### src/rtl/riscv_mem_access_unit.sv
// riscv_mem_access_unit: load/store sequencer driving a valid/ready word memory port with lane alignment and load extension.
// Define MISALIGN_TRAP_EN to trap misaligned half/word accesses instead of issuing them.
module riscv_mem_access_unit #(
    parameter int unsigned RESP_TIMEOUT = 255,
    parameter int unsigned ADDR_WIDTH   = 32
) (
    input  logic                  clk,
    input  logic                  reset,
    input  logic                  in_valid,
    output logic                  in_ready,
    input  logic                  in_memrw,
    input  logic [1:0]            in_load_sel,
    input  logic                  in_load_unsigned,
    input  logic [1:0]            in_store_sel,
    input  logic [3:0]            in_store_mask,
    input  logic [ADDR_WIDTH-1:0] in_addr,
    input  logic [31:0]           in_wdata,
    output logic                  mem_req_valid,
    input  logic                  mem_req_ready,
    output logic [ADDR_WIDTH-1:0] mem_req_addr,
    output logic [3:0]            mem_req_wen,
    output logic [31:0]           mem_req_wdata,
    input  logic                  mem_resp_valid,
    input  logic [31:0]           mem_resp_data,
    output logic                  busy,
    output logic                  done,
    output logic [31:0]           rdata,
    output logic                  err
);
    typedef enum logic [2:0] {IDLE, REQ, RESP, DONE, ERR} state_t;
    localparam logic [31:0] TIMEOUT = 32'(RESP_TIMEOUT);
`ifdef MISALIGN_TRAP_EN
    localparam bit TRAP_EN = 1'b1;
`else
    localparam bit TRAP_EN = 1'b0;
`endif
    state_t                state_q, state_d;
    logic                  memrw_q, uns_q;
    logic [1:0]            sel_q, off_q;
    logic [ADDR_WIDTH-1:0] addr_q;
    logic [3:0]            wen_q;
    logic [31:0]           wdata_q, rdata_q, cnt_q, shifted, load_d;
    logic [1:0]            size;
    logic                  misalign, timed_out;
    assign size      = in_memrw ? in_store_sel : in_load_sel;
    assign misalign  = TRAP_EN && (size[1] ? in_addr[1:0] != 2'b00 : size[0] & in_addr[0]);
    // A response in the limit cycle takes priority, so only a silent cycle can time out.
    assign timed_out = TIMEOUT != 32'd0 && cnt_q + 32'd1 == TIMEOUT;
    assign shifted   = mem_resp_data >> {off_q, 3'b000};
    assign load_d    = sel_q == 2'b00 ? {{24{shifted[7] & ~uns_q}}, shifted[7:0]} :
                       sel_q == 2'b01 ? {{16{shifted[15] & ~uns_q}}, shifted[15:0]} : shifted;
    always_comb begin
        state_d = state_q;
        case (state_q)
            IDLE:    if (in_valid) state_d = misalign ? ERR : REQ;
            REQ:     if (mem_req_ready) state_d = memrw_q ? DONE : RESP;
            RESP:    state_d = mem_resp_valid ? DONE : timed_out ? ERR : RESP;
            default: state_d = IDLE;
        endcase
    end
    always_ff @(posedge clk or posedge reset) begin
        if (reset) begin
            state_q <= IDLE;
            memrw_q <= 1'b0;
            uns_q   <= 1'b0;
            sel_q   <= 2'b00;
            off_q   <= 2'b00;
            addr_q  <= '0;
            wen_q   <= 4'b0000;
            wdata_q <= '0;
            rdata_q <= '0;
            cnt_q   <= '0;
        end else begin
            state_q <= state_d;
            if (state_q == IDLE && in_valid) begin
                memrw_q <= in_memrw;
                uns_q   <= in_load_unsigned;
                sel_q   <= in_load_sel;
                off_q   <= in_addr[1:0];
                addr_q  <= {in_addr[ADDR_WIDTH-1:2], 2'b00};
                wen_q   <= in_memrw ? in_store_mask << in_addr[1:0] : 4'b0000;
                wdata_q <= in_memrw ? in_wdata << {in_addr[1:0], 3'b000} : '0;
            end
            cnt_q <= state_q == RESP ? cnt_q + 32'd1 : '0;
            if (state_q == RESP && mem_resp_valid) rdata_q <= load_d;
        end
    end
    assign in_ready      = state_q == IDLE;
    assign busy          = state_q != IDLE;
    assign mem_req_valid = state_q == REQ;
    assign done          = state_q == DONE;
    assign err           = state_q == ERR;
    assign mem_req_addr  = addr_q;
    assign mem_req_wen   = wen_q;
    assign mem_req_wdata = wdata_q;
    assign rdata         = rdata_q;
endmodule

### config.mk
export PLATFORM = sky130hd
export DESIGN_NAME = riscv_mem_access_unit
export DESIGN_NICKNAME = d
export VERILOG_FILES = /design/src/rtl/riscv_mem_access_unit.sv
export SDC_FILE = /design/constraint.sdc
export NUM_CORES = 1
export LEC_CHECK = 0
export CORE_ASPECT_RATIO = 2
export CORE_MARGIN = 2
export CORE_UTILIZATION = 50
export DETAILED_ROUTE_END_ITERATION = 7
export DONT_BUFFER_PORTS = 1
export PLACE_DENSITY = 0.69
export SYNTH_ARGS = -nofsm -noshare
export SYNTH_HDL_FRONTEND = slang
export SYNTH_SLANG_ARGS = --single-unit
### constraint.sdc
create_clock -name clk -period 4.55 [get_ports clk]
set_input_delay 0.2275 -clock clk [delete_from_list [all_inputs] [get_ports clk]]
set_output_delay 0.2275 -clock clk [all_outputs]
set_load 0.02 [all_outputs]
==> summary.txt, run 1 <==
Status
  – Status: finished clean

Clocking
  – Setup Buffers After CTS: 0
  – CTS tree: done
  – Max clock buf depth: 2
  – Number of CTS-inserted buffers: 17
  – Clock transition at path regs: 0.06 ns
  – Post-CTS Hold Fix Bufs: 53
  – H-tree depth: 4
  – Post-CTS sizing: 0
  – Root Buffer: clkbuf_16
  – Clk_lat worst skew: 0.42 ns
  – CTS sink count: 139

Routing
  – Iteration-0 DRC count of the detailed router: 303
  – DRC: 0
  – DR vias/cell: approximately 6
  – Vias: 5,383
  – DR WL/cell: 19.7 um
  – Post-Route WL: 18,000 um
  – Post-route ant nets: 0
  – First-pass DRT Iterations: 5

Floorplanning
  – Core area: 0.0138 sq mm
  – Die height: between 150 and 200 um
  – Site row count: between 60 and 70
  – Die area: 0.0150 sq mm
  – Starting density of the core: 50.6%
  – Chip width: just under 90 um
  – Number of I/O pins: about 220

Layout
  – Antenna cells: 0
  – Finished Layout Cells: 911
  – Area Overhead vs Synth: 18.5%
  – Commonest cells after routing, fill and taps aside: 139 x dfrtp_1, 73 x nand2_1, 66 x nor2_1
  – Cell area after layout: about 0.0083 sq mm
  – NumNets Final: 822
  – Commonest non-fill, non-tap cell in the layout: dfrtp_1
  – Layout cells sized above 1: 12.6%

Placed design
  – Final HPWL DP: 12,700 um
  – IO buf count: 0
  – DP Area: roughly 0.0071 sq mm
  – Gpl congestion: 0.857
  – Dpl cells: about 830

Yosys
  – Syn Area/Cell: 10.3 sq um
  – Async SR Flop Fraction: 100%
  – Synth unique cells: 57
  – Register area share after synthesis: around half
  – Cell count after synthesis: approximately 680
  – Ys Warns: 0
  – Yosys reg bits: 139
  – Post-synth EDFFs: 0
  – Ys flop type: dfrtp_1
  – Synthesized area: 0.00698 sq mm

Critical path
  – Critical Path Sink: mem_req_addr[31]$_DFFE_PP0P_
  – CP arrival: roughly 3.3 ns
  – RR Startpoint: state_q[1]$_DFFE_PP0P_
  – FF-to-FF End: mem_req_addr[31]$_DFFE_PP0P_
  – Crit Path Max Fanout: 45
  – Setup crit start: state_q[1]$_DFFE_PP0P_
  – Reg2reg path depth: 4
  – WP data required: 4.85 ns
  – Crit end category: flop
  – CP startpoint kind: flop
  – Worst R2R Setup Slack: 1.52 ns
  – WS Path Type: reg -> reg

Global routing
  – Initial antenna violation count: 0
  – Global-route wire length before repair: 28,300 um
  – Largest net degree at the start of global routing: 95
  – GRT Residual Overflow: 0
  – Number of global-route vias before repair: around 5.8k
  – Total Routing Usage GR: approximately 24%

Power
  – Pwr dens: about 640 mW/mm^2
  – Total power: around 0.0053 W
  – Peak supply drop: 538 uV
  – Cell leakage power: 3.47 nW

Job
  – # Max-Cap Violations: 0

Timing
  – Max Slew Vio Count: 0
  – Final setup vio count: 0
  – Worst-Margin Slew: 1.16 ns
  – Slew headroom: 22.2%
  – Final Cycle Share: 66.7%
  – Final Hold Vio Count: 0
  – Setup Total Neg Slack: 0 ns
  – Clock Skews: 0.00828 ns
  – Highest clock rate: between 0.3 and 0.4 GHz
  – Final min period: 3.03 ns
  – Unrepaired setup endpoints after global routing: no

Min path
  – Hold WC Path Type: in -> reg
## layout make-up
cell class / count / area [sq um]
multi-input cells: 489 / 3310
well taps: 189 / 236
clock inverters: 9 / 184
repair buffers: 57 / 561
flip-flops and latches: 139 / 3480
fillers: 1163 / 5540
clock buffers: 23 / 488
inverters: 5 / 23.8
## report_power, final
group | switching, W | internal, W | total (W)
clock | 0.000524 | 0.00103 | 0.00156
sequential | 0.000938 | 0.00168 | 0.00261
combinational | 0.000559 | 0.000559 | 0.00112
## worst max-delay path: stages (launching register included)
cell and delay, ns:
dfrtp_1 0.48, nor3_1 0.94, nand2_2 0.64, buf_4 0.47
mux2_2 0.35
## layer usage
| metal | part of all wire [%] | track usage, % |
|---|---|---|
| met2 | 55 | 43.9 |
| met1 | 34 | 24.9 |
| met3 | 6.4 | 7.04 |
| met4 | 4.0 | 12.4 |
| met5 | 0 | 0 |
## Yosys cell counts, types with 8 or more instances
cell type  instances  area share [%]
dfrtp_1          139              50
nand2_1           74             4.0
nor2_1            66             3.5
mux2_2            43             6.9
clkbuf_1          35             1.9
mux2i_1           35             5.0
o21ai_0           33             2.4
a21oi_1           23             1.6
xnor2_1           21             2.6
a22o_1            18             2.3
nand3_1           17             1.2
nor2b_1           12             1.1
xor2_1            12             1.5
nor3_1            10            0.72
a211o_1            9             1.1
a32o_1             9             1.3
and3_1             9            0.81
o21a_1             9            0.97
nor4_1             8            0.72
## kinds of logic (layout without fill, tap and decap cells)
logic type | after synthesis | count (layout) | share of synthesized area (%)
buffers and inverters | 52 | 94 | 2.96
multiplexers | 78 | 78 | 11.9
other | 1 | 2 | 0.0537
AO/OA/AOI/OAI | 132 | 132 | 13.3
XOR/XNOR | 33 | 33 | 4.14
flip-flops | 139 | 139 | 49.8
adder cells (fa/ha/maj) | 2 | 2 | 0.358
AND/OR/NAND/NOR | 242 | 242 | 17.4
## flip-flops by register name (all words and copies together), names as in the netlist
name           cells
state_q            3
off_q              2
mem_req_wen        4
cnt_q             32
rdata             32
mem_req_wdata     32
sel_q              2
memrw_q            1
uns_q              1
mem_req_addr      30
## how the worst min path moves through the flow
stage                        startpoint                       endpoint  slack (ns)  cells after the start
final                        in_addr[1]  mem_req_wdata[24]$_DFFE_PP0P_        0.03                      2
after global routing         in_addr[1]  mem_req_wdata[27]$_DFFE_PP0P_        0.02                      2
after CTS                    in_addr[1]  mem_req_wdata[26]$_DFFE_PP0P_        0.02                      2
after detailed placement          reset  mem_req_wdata[15]$_DFFE_PP0P_        0.32                      1
after global placement            reset   mem_req_addr[17]$_DFFE_PP0P_        0.30                      1
after floorplan           mem_req_ready         state_q[1]$_DFFE_PP0P_        0.34                      2
## per-stage QoR
stage / hold WS, ns / utilization (%) / setup WS, ns
6_report: 0.0304 / 59.9 / 1.52
5_1_grt: 0.0211 / 59.9 / 1.35
4_1_cts: 0.0159 / 59.9 / 1.59
3_5_place_dp: 0.321 / 51.2 / 1.61
3_3_place_gp: 0.302 / 51.2 / 1.67
2_1_floorplan: 0.344 / - / 0.598
No activity file was read; power rests on OpenSTA's default activity.
==> run 2, diff against run 1 <==
--- a/config.mk
+++ b/config.mk
@@ -10,7 +10,7 @@
 export CORE_UTILIZATION = 50
 export DETAILED_ROUTE_END_ITERATION = 7
 export DONT_BUFFER_PORTS = 1
-export PLACE_DENSITY = 0.69
+export PLACE_DENSITY = 0.72
 export SYNTH_ARGS = -nofsm -noshare
 export SYNTH_HDL_FRONTEND = slang
 export SYNTH_SLANG_ARGS = --single-unit
==> constraint.sdc (replaced) <==
create_clock -name clk -period 2.6 [get_ports clk]
set_input_delay 0.13 -clock clk [delete_from_list [all_inputs] [get_ports clk]]
set_output_delay 0.13 -clock clk [all_outputs]
set_load 0.02 [all_outputs]
==> run 2 against run 1 <==
  * Count of clock-buffer cells in the layout is 4 lower
  * Clock skew is 0.0018 ns higher
  * Register-to-register slack worse by 1.4 ns
  * Sequential share of layout area is 2.2 points lower
  * First-iteration DRC count is 6.3% higher
  * Critical endpoint is now state_q[2]$_DFFE_PP0P_
  * Largest power group unchanged
==> summary.txt, run 2 (synthesized netlist as in run 1, its figures left out) <==
Status
  – Status: finished clean

Layout
  – NumNets Final: slightly below 900
  – Layout cells sized above 1: 19.5%
  – Register Area: 0.00348 sq mm
  – Filler cells: 1,053
  – Antenna cells: 0
  – Commonest non-fill, non-tap cell in the layout: dfrtp_1
  – Area Overhead vs Synth: 25.3%
  – Final core utilization: 63.3%
  – Commonest cells after routing, fill and taps aside: 136 x dfrtp_1, 73 x nand2_1, 66 x nor2_1
  – Area of the multi-input gates: 0.00339 sq mm

Floorplanning
  – Site row count: a little over 60
  – Core area: between 0.01 and 0.015 sq mm
  – Number of I/O pins: around 220
  – Die area: 0.0150 sq mm
  – Starting density of the core: 50.6%
  – Chip width: 87.6 um
  – Die height: 171 um

Placed design
  – Gpl congestion: 0.942
  – IO buf count: 0
  – Worst slack, placed: -0.0835 ns
  – Final HPWL DP: 13,400 um

Clocking
  – Number of CTS-inserted buffers: 17
  – Clk_lat worst skew: 0.41 ns
  – H-tree depth: 4
  – CTS sink count: 139
  – Root Buffer: clkbuf_16
  – Clock transition at path regs: around 0.06 ns
  – Max clock buf depth: 2
  – CTS tree: done

Critical path
  – Crit end category: flop
  – CP arrival: 2.87 ns
  – CP startpoint kind: flop
  – Reg2reg path depth: 8
  – WP data required: slightly below 3 ns
  – WS Path Type: reg -> reg
  – Crit Path Max Fanout: 3

Timing
  – Final Cycle Share: 97.4%
  – Unrepaired setup endpoints after global routing: no
  – Final Hold Vio Count: 0
  – Final setup vio count: 0
  – Clock Skews: 0.0100 ns
  – Max Slew Vio Count: 0
  – Final worst slack: 0.0668 ns
  – Worst-Margin Slew: 1.09 ns
  – Final min period: 2.53 ns
  – Slew headroom: about 27%
  – Highest clock rate: around 0.39 GHz

Routing
  – Iteration-0 DRC count of the detailed router: 322
  – DRC: 0
  – Post-route ant nets: 0
  – Post-Route WL: ~19,000 um
  – First-pass DRT Iterations: 6
  – Vias: 5,768
  – DR WL/cell: ~20 um
  – DR vias/cell: 5.96

Global routing
  – Initial antenna violation count: 0
  – Global-route wire length before repair: between 30,000 and 40,000 um
  – Number of global-route vias before repair: roughly 6k
  – Total Routing Usage GR: 25.6%
  – GRT Residual Overflow: 0
  – Largest net degree at the start of global routing: 73

Min path
  – Hold WC Path Type: in -> reg
  – Worst hold stages: 2

Power
  – Pwr dens: 1030 mW/mm^2
  – Sequential share of power: around half
  – Clk pwr share: roughly a quarter
  – Comb power frac: 24.1%
  – Switching pwr: between 0.003 and 0.004 W
  – Cell leakage power: 3.75 nW
  – Total power: 0.00900 W
  – Switching share of power: 40.4%
  – Internal Power: about 0.0054 W
  – Peak supply drop: roughly 650 uV

Job
  – # Max-Cap Violations: 0
[run 2: changes by cell type in the layout (fill, tap and decap cells not counted), sizes merged]
cell	delta
inv	+5
clkinvlp	+6
clkbuf	-4
clkinv	-3
buf	+47
dlygate4sd3	+9
bufinv	-4
[run 2: timing repair]
| item | in CTS | in global routing |
|---|---|---|
| hold buffers | 62 | 0 |
| pin swaps | 3 | 4 |
| endpoints found under the setup margin | 2 | 2 |
| hold endpoints to repair | 99 | 0 |
| setup buffers | 2 | 2 |
| gates resized for setup | 6 | 12 |
[run 2: area by class of cell]
| cell class | instances | share of cell area, % |
|---|---|---|
| Clock inverter | 13 | 1.49 |
| Multi-Input combinational cell | 489 | 38.8 |
| Sequential cell | 139 | 39.8 |
| Tap cell | 189 | 2.70 |
| Inverter | 5 | 0.257 |
| Clock buffer | 19 | 5.06 |
| Timing Repair Buffer | 113 | 11.9 |
[run 2: power by group through the flow]
stage                     logic [W]  registers (W)  clock network [W]
after global routing        0.00238        0.00457            0.00250
after CTS                   0.00216        0.00448            0.00239
after detailed placement    0.00207        0.00451                  0
after floorplan             0.00170        0.00424                  0
after global placement      0.00198        0.00448                  0
final                       0.00217        0.00448            0.00235
[run 2: through the flow]
stage | area, sq um | setup TNS [ns] | hold slack, ns | cells
5_1_grt | 8750 | 0 | 0.00334 | 967
4_1_cts | 8670 | 0 | 0.000333 | 965
3_3_place_gp | 7430 | -0.0546 | 0.109 | 869
3_5_place_dp | 7430 | -0.161 | 0.109 | 869
6_report | 8750 | 0 | 0.00616 | 967
2_1_floorplan | 6990 | 0 | 0.247 | 680
[run 2: metal layers]
metal / global-route usage [%] / share of wire, %
met2: 45.5 / 55
met4: 15.1 / 4.9
met1: 26.7 / 34
met5: 0 / 0
met3: 5.93 / 5.6
[run 2: final timing paths]
| path | from | to | slack (ns) |
|---|---|---|---|
| worst max-delay path | cnt_q[14]$_DFF_PP0_ | state_q[2]$_DFFE_PP0P_ | 0.07 |
| worst min-delay path | in_wdata[21] | mem_req_wdata[29]$_DFFE_PP0P_ | 0.006 |
| worst max register to register | cnt_q[14]$_DFF_PP0_ | state_q[2]$_DFFE_PP0P_ | 0.07 |
| worst min register to register | memrw_q$_DFFE_PP0P_ | memrw_q$_DFFE_PP0P_ | 0.49 |
| max in group asynchronous | reset | cnt_q[19]$_DFF_PP0_ | 1.65 |
| min in group asynchronous | reset | mem_req_addr[13]$_DFFE_PP0P_ | 0.29 |
[run 2: critical path, stage by stage, from the launching register on]
cell     delay, ns
dfrtp_1       0.36
nand4_1       0.17
buf_4         0.20
or4_1         0.51
nor4_1        0.30
xnor2_1       0.21
o21ai_1       0.17
nor4_4        0.34
nor2b_2       0.19
==> run 3, diff against run 2 <==
--- a/config.mk
+++ b/config.mk
@@ -5,12 +5,15 @@
 export SDC_FILE = /design/constraint.sdc
 export NUM_CORES = 1
 export LEC_CHECK = 0
+export ABC_AREA = 1
+export ABC_CLOCK_PERIOD_IN_PS = 2600
 export CORE_ASPECT_RATIO = 2
 export CORE_MARGIN = 2
 export CORE_UTILIZATION = 50
 export DETAILED_ROUTE_END_ITERATION = 7
 export DONT_BUFFER_PORTS = 1
 export PLACE_DENSITY = 0.72
+export RECOVER_POWER = 50
 export SYNTH_ARGS = -nofsm -noshare
 export SYNTH_HDL_FRONTEND = slang
 export SYNTH_SLANG_ARGS = --single-unit
==> run 3 against run 2 <==
  * Count of clock-buffer cells in the layout unchanged
  * Sequential cell count unchanged
  * Register-to-register slack improved by 0.10 ns
  * Global-route usage increased by 4.2 points
  * Die area increased by 1.8%
  * Clock power increased by 8%
  * Area after synthesis increased by 1.8%
  * Wire length increased by 13%
  * Setup slack improved by 0.10 ns
  * Synthesized cell count increased by 39%
  * Final cell count increased by 28%
==> summary.txt, run 3 <==
Routing
  – DR WL met2: 12,000 um
  – First-pass DRT Iterations: 7
  – Post-Route WL: 22,000 um
  – Vias: approximately 7k
  – Max Used Layer: met4
  – DRC: 0
  – Iteration-0 DRC count of the detailed router: 447
  – DR WL met3: 1580 um
  – DR WL/cell: 17.8 um
  – DR vias/cell: 5.51
  – Post-route ant nets: 0
  – WL met1: 7520 um

Yosys
  – Area share of xor/xnor cells in the synthesized design: 0.246%
  – Register area share after synthesis: 48.9%
  – Simple-Gate Fraction of Synth Area: 31.6%
  – Synthesized area: 0.00711 sq mm
  – Ys flop type: dfrtp_1
  – Largest family of logic cells by synthesized area: simple AND/OR/NAND/NOR gates
  – Most frequent cells after synthesis: 373 x nand2_1, 139 x dfrtp_1, 94 x nor2_1
  – Cell count after synthesis: between 900 and 1k
  – Area leader, netlist: dfrtp_1
  – Multiplexer share of the synthesized area: 0.844%
  – Top-count cell post-synth: nand2_1
  – Post-synthesis compound-gate area fraction: 12.0%
  – Yosys reg bits: 139
  – Async SR Flop Fraction: 100%
  – Post-synthesis adder-cell area fraction: 0.352%
  – Syn Area/Cell: 7.56 sq um
  – Yosys top cell area share: 48.9%
  – Top post-synthesis cells by area: dfrtp_1 49%, nand2_1 20%, nor2_1 5.0%
  – Synth unique cells: 36
  – Ys Warns: 0
  – Post-synth EDFFs: 0

Global routing
  – GRT Residual Overflow: 0
  – Initial antenna violation count: 1
  – Largest net degree at the start of global routing: 95
  – Global-route wire length before repair: 35,400 um
  – Number of global-route vias before repair: 7,146
  – Total Routing Usage GR: just under 30%

Power
  – Sequential share of power: 47.7%
  – Cell leakage power: 4.15 nW
  – Clk pwr share: 27.6%
  – Switching share of power: 41.8%
  – Switching pwr: ~0.0038 W
  – Comb power frac: 24.7%
  – Pwr dens: 1030 mW/mm^2
  – Peak supply drop: approximately 740 uV
  – Total power: 0.00918 W
  – Internal Power: between 0.005 and 0.006 W

Critical path
  – CP arrival: roughly 2.8 ns
  – WP data required: ~3 ns
  – Crit Path Max Fanout: 29
  – Reg2reg path depth: 9
  – RR Startpoint: state_q[2]$_DFFE_PP0P_
  – FF-to-FF End: rdata[5]$_DFFE_PP0P_
  – Critical Path Sink: rdata[5]$_DFFE_PP0P_
  – Crit end category: flop
  – CP startpoint kind: flop
  – WS Path Type: reg -> reg
  – Worst R2R Setup Slack: approximately 0.17 ns
  – Setup crit start: state_q[2]$_DFFE_PP0P_

Placed design
  – IO buf count: 0
  – Dpl cells: ~1.1k
  – Worst slack, placed: about 0.50 ns
  – Final HPWL DP: 14,600 um
  – Gpl congestion: 0.882

Layout
  – Commonest cells after routing, fill and taps aside: 372 x nand2_1, 139 x dfrtp_1, 104 x dlygate4sd3_1
  – Register Area: 0.00348 sq mm
  – NumNets Final: 1,148
  – Area Overhead vs Synth: 25.4%
  – Filler cells: 1,159
  – Finished Layout Cells: 1,237
  – Final core utilization: 64.2%
  – Area of the multi-input gates: 0.00322 sq mm
  – Commonest non-fill, non-tap cell in the layout: nand2_1
  – Layout cells sized above 1: 7.45%

Clocking
  – CTS tree: done
  – H-tree depth: 4
  – Root Buffer: clkbuf_16
  – Clk_lat worst skew: between 0.4 and 0.5 ns
  – Setup Buffers After CTS: 0
  – Max clock buf depth: 2
  – CTS sink count: 139
  – Clock transition at path regs: approximately 0.060 ns
  – Number of CTS-inserted buffers: 17

Floorplanning
  – Die height: 173 um
  – Core area: 0.0139 sq mm
  – Site row count: 61
  – Number of I/O pins: 216
  – Die area: 0.0153 sq mm
  – Chip width: 88.3 um
  – Starting density of the core: between 50 and 60%

Timing
  – Final min period: between 2 and 2.5 ns
  – Highest clock rate: 0.411 GHz
  – Final Hold Vio Count: 0
  – Final Cycle Share: 93.6%
  – Max Slew Vio Count: 0
  – Setup Total Neg Slack: 0 ns
  – Worst-Margin Slew: about 1.3 ns
  – Slew headroom: 14.0%
  – Final setup vio count: 0
  – Clock Skews: 0.0103 ns
  – Unrepaired setup endpoints after global routing: no
  – Final worst slack: between 0.15 and 0.2 ns

Min path
  – Hold WC Path Type: in -> reg

Status
  – Status: finished clean

Job
  – # Max-Cap Violations: 0
[run 3: changes by cell type after synthesis, sizes merged, moves of 11 or more]
cell | previous run | this run
mux2 | 43 | 0
mux2i | 35 | 6
inv | 5 | 62
a22o | 18 | 1
nand2 | 74 | 379
nor2 | 66 | 109
nand3 | 17 | 39
xnor2 | 21 | 0
nor4 | 11 | 0
a21oi | 23 | 39
nor2b | 12 | 0
o21ai | 34 | 59
[run 3: final cells by class]
cell class	count	share of cell area (%)
clock inverters	12	1.95
well taps	189	2.65
inverters	63	2.69
diodes	1	0.0281
flip-flops and latches	139	39.0
clock buffers	19	4.85
repair buffers	117	12.8
multi-input cells	697	36.0
[run 3: worst min path at each step]
stage                                  from                            to  depth (start not counted)
after CTS                 mem_resp_data[19]         rdata[11]$_DFFE_PP0P_                          4
after global placement                reset  mem_req_addr[31]$_DFFE_PP0P_                          2
after floorplan                 in_addr[10]  mem_req_addr[10]$_DFFE_PP0P_                          2
final                     mem_resp_data[18]         rdata[18]$_DFFE_PP0P_                          4
after global routing       in_store_mask[2]    mem_req_wen[2]$_DFFE_PP0P_                          3
after detailed placement              reset   mem_req_addr[6]$_DFFE_PP0P_                          2
[run 3: power groups by stage]
stage          Clock (W)  Combinational [W]  Sequential (W)
6_report         0.00253            0.00227         0.00438
5_1_grt          0.00266            0.00256         0.00446
4_1_cts          0.00257            0.00223         0.00437
3_5_place_dp           0            0.00204         0.00440
3_3_place_gp           0            0.00199         0.00440
2_1_floorplan          0            0.00164         0.00412
[run 3: repair_timing]
action	CTS	global route
gates resized for setup	0	1
hold buffers	105	0
hold endpoints to repair	229	0
setup endpoints to repair	0	1
[run 3: critical path, cell delays in order, from the launching register on]
cell and delay, ns:
dfrtp_1 0.41, nor3_1 0.29, inv_2 0.12, nor2_2 0.11, buf_4 0.35, inv_2 0.20, a31oi_1 0.18, dlygate4sd3_1 0.56
o21ai_0 0.07, nand2_1 0.07
[run 3: metrics by stage]
| step | hold slack (ns) | instance area [sq um] |
|---|---|---|
| 6_report | 0.0192 | 8920 |
| 5_1_grt | 0.0337 | 8920 |
| 4_1_cts | 0.0000767 | 8930 |
| 3_5_place_dp | 0.190 | 7270 |
| 3_3_place_gp | 0.191 | 7270 |
| 2_1_floorplan | 0.240 | 7120 |
[run 3: cells by family after synthesis]
group / Yosys count
buffers and inverters: 106
flip-flops: 139
XOR/XNOR: 2
AO/OA/AOI/OAI: 139
multiplexers: 6
other: 1
adder cells (fa/ha/maj): 2
AND/OR/NAND/NOR: 546
[run 3: metal layers]
layer / track usage, % / up-vias
met5: 0 / -
met4: 13.8 / 0
met3: 9.02 / 72
met2: 52.9 / 326
met1: 31.0 / 3204
li1: - / 3209
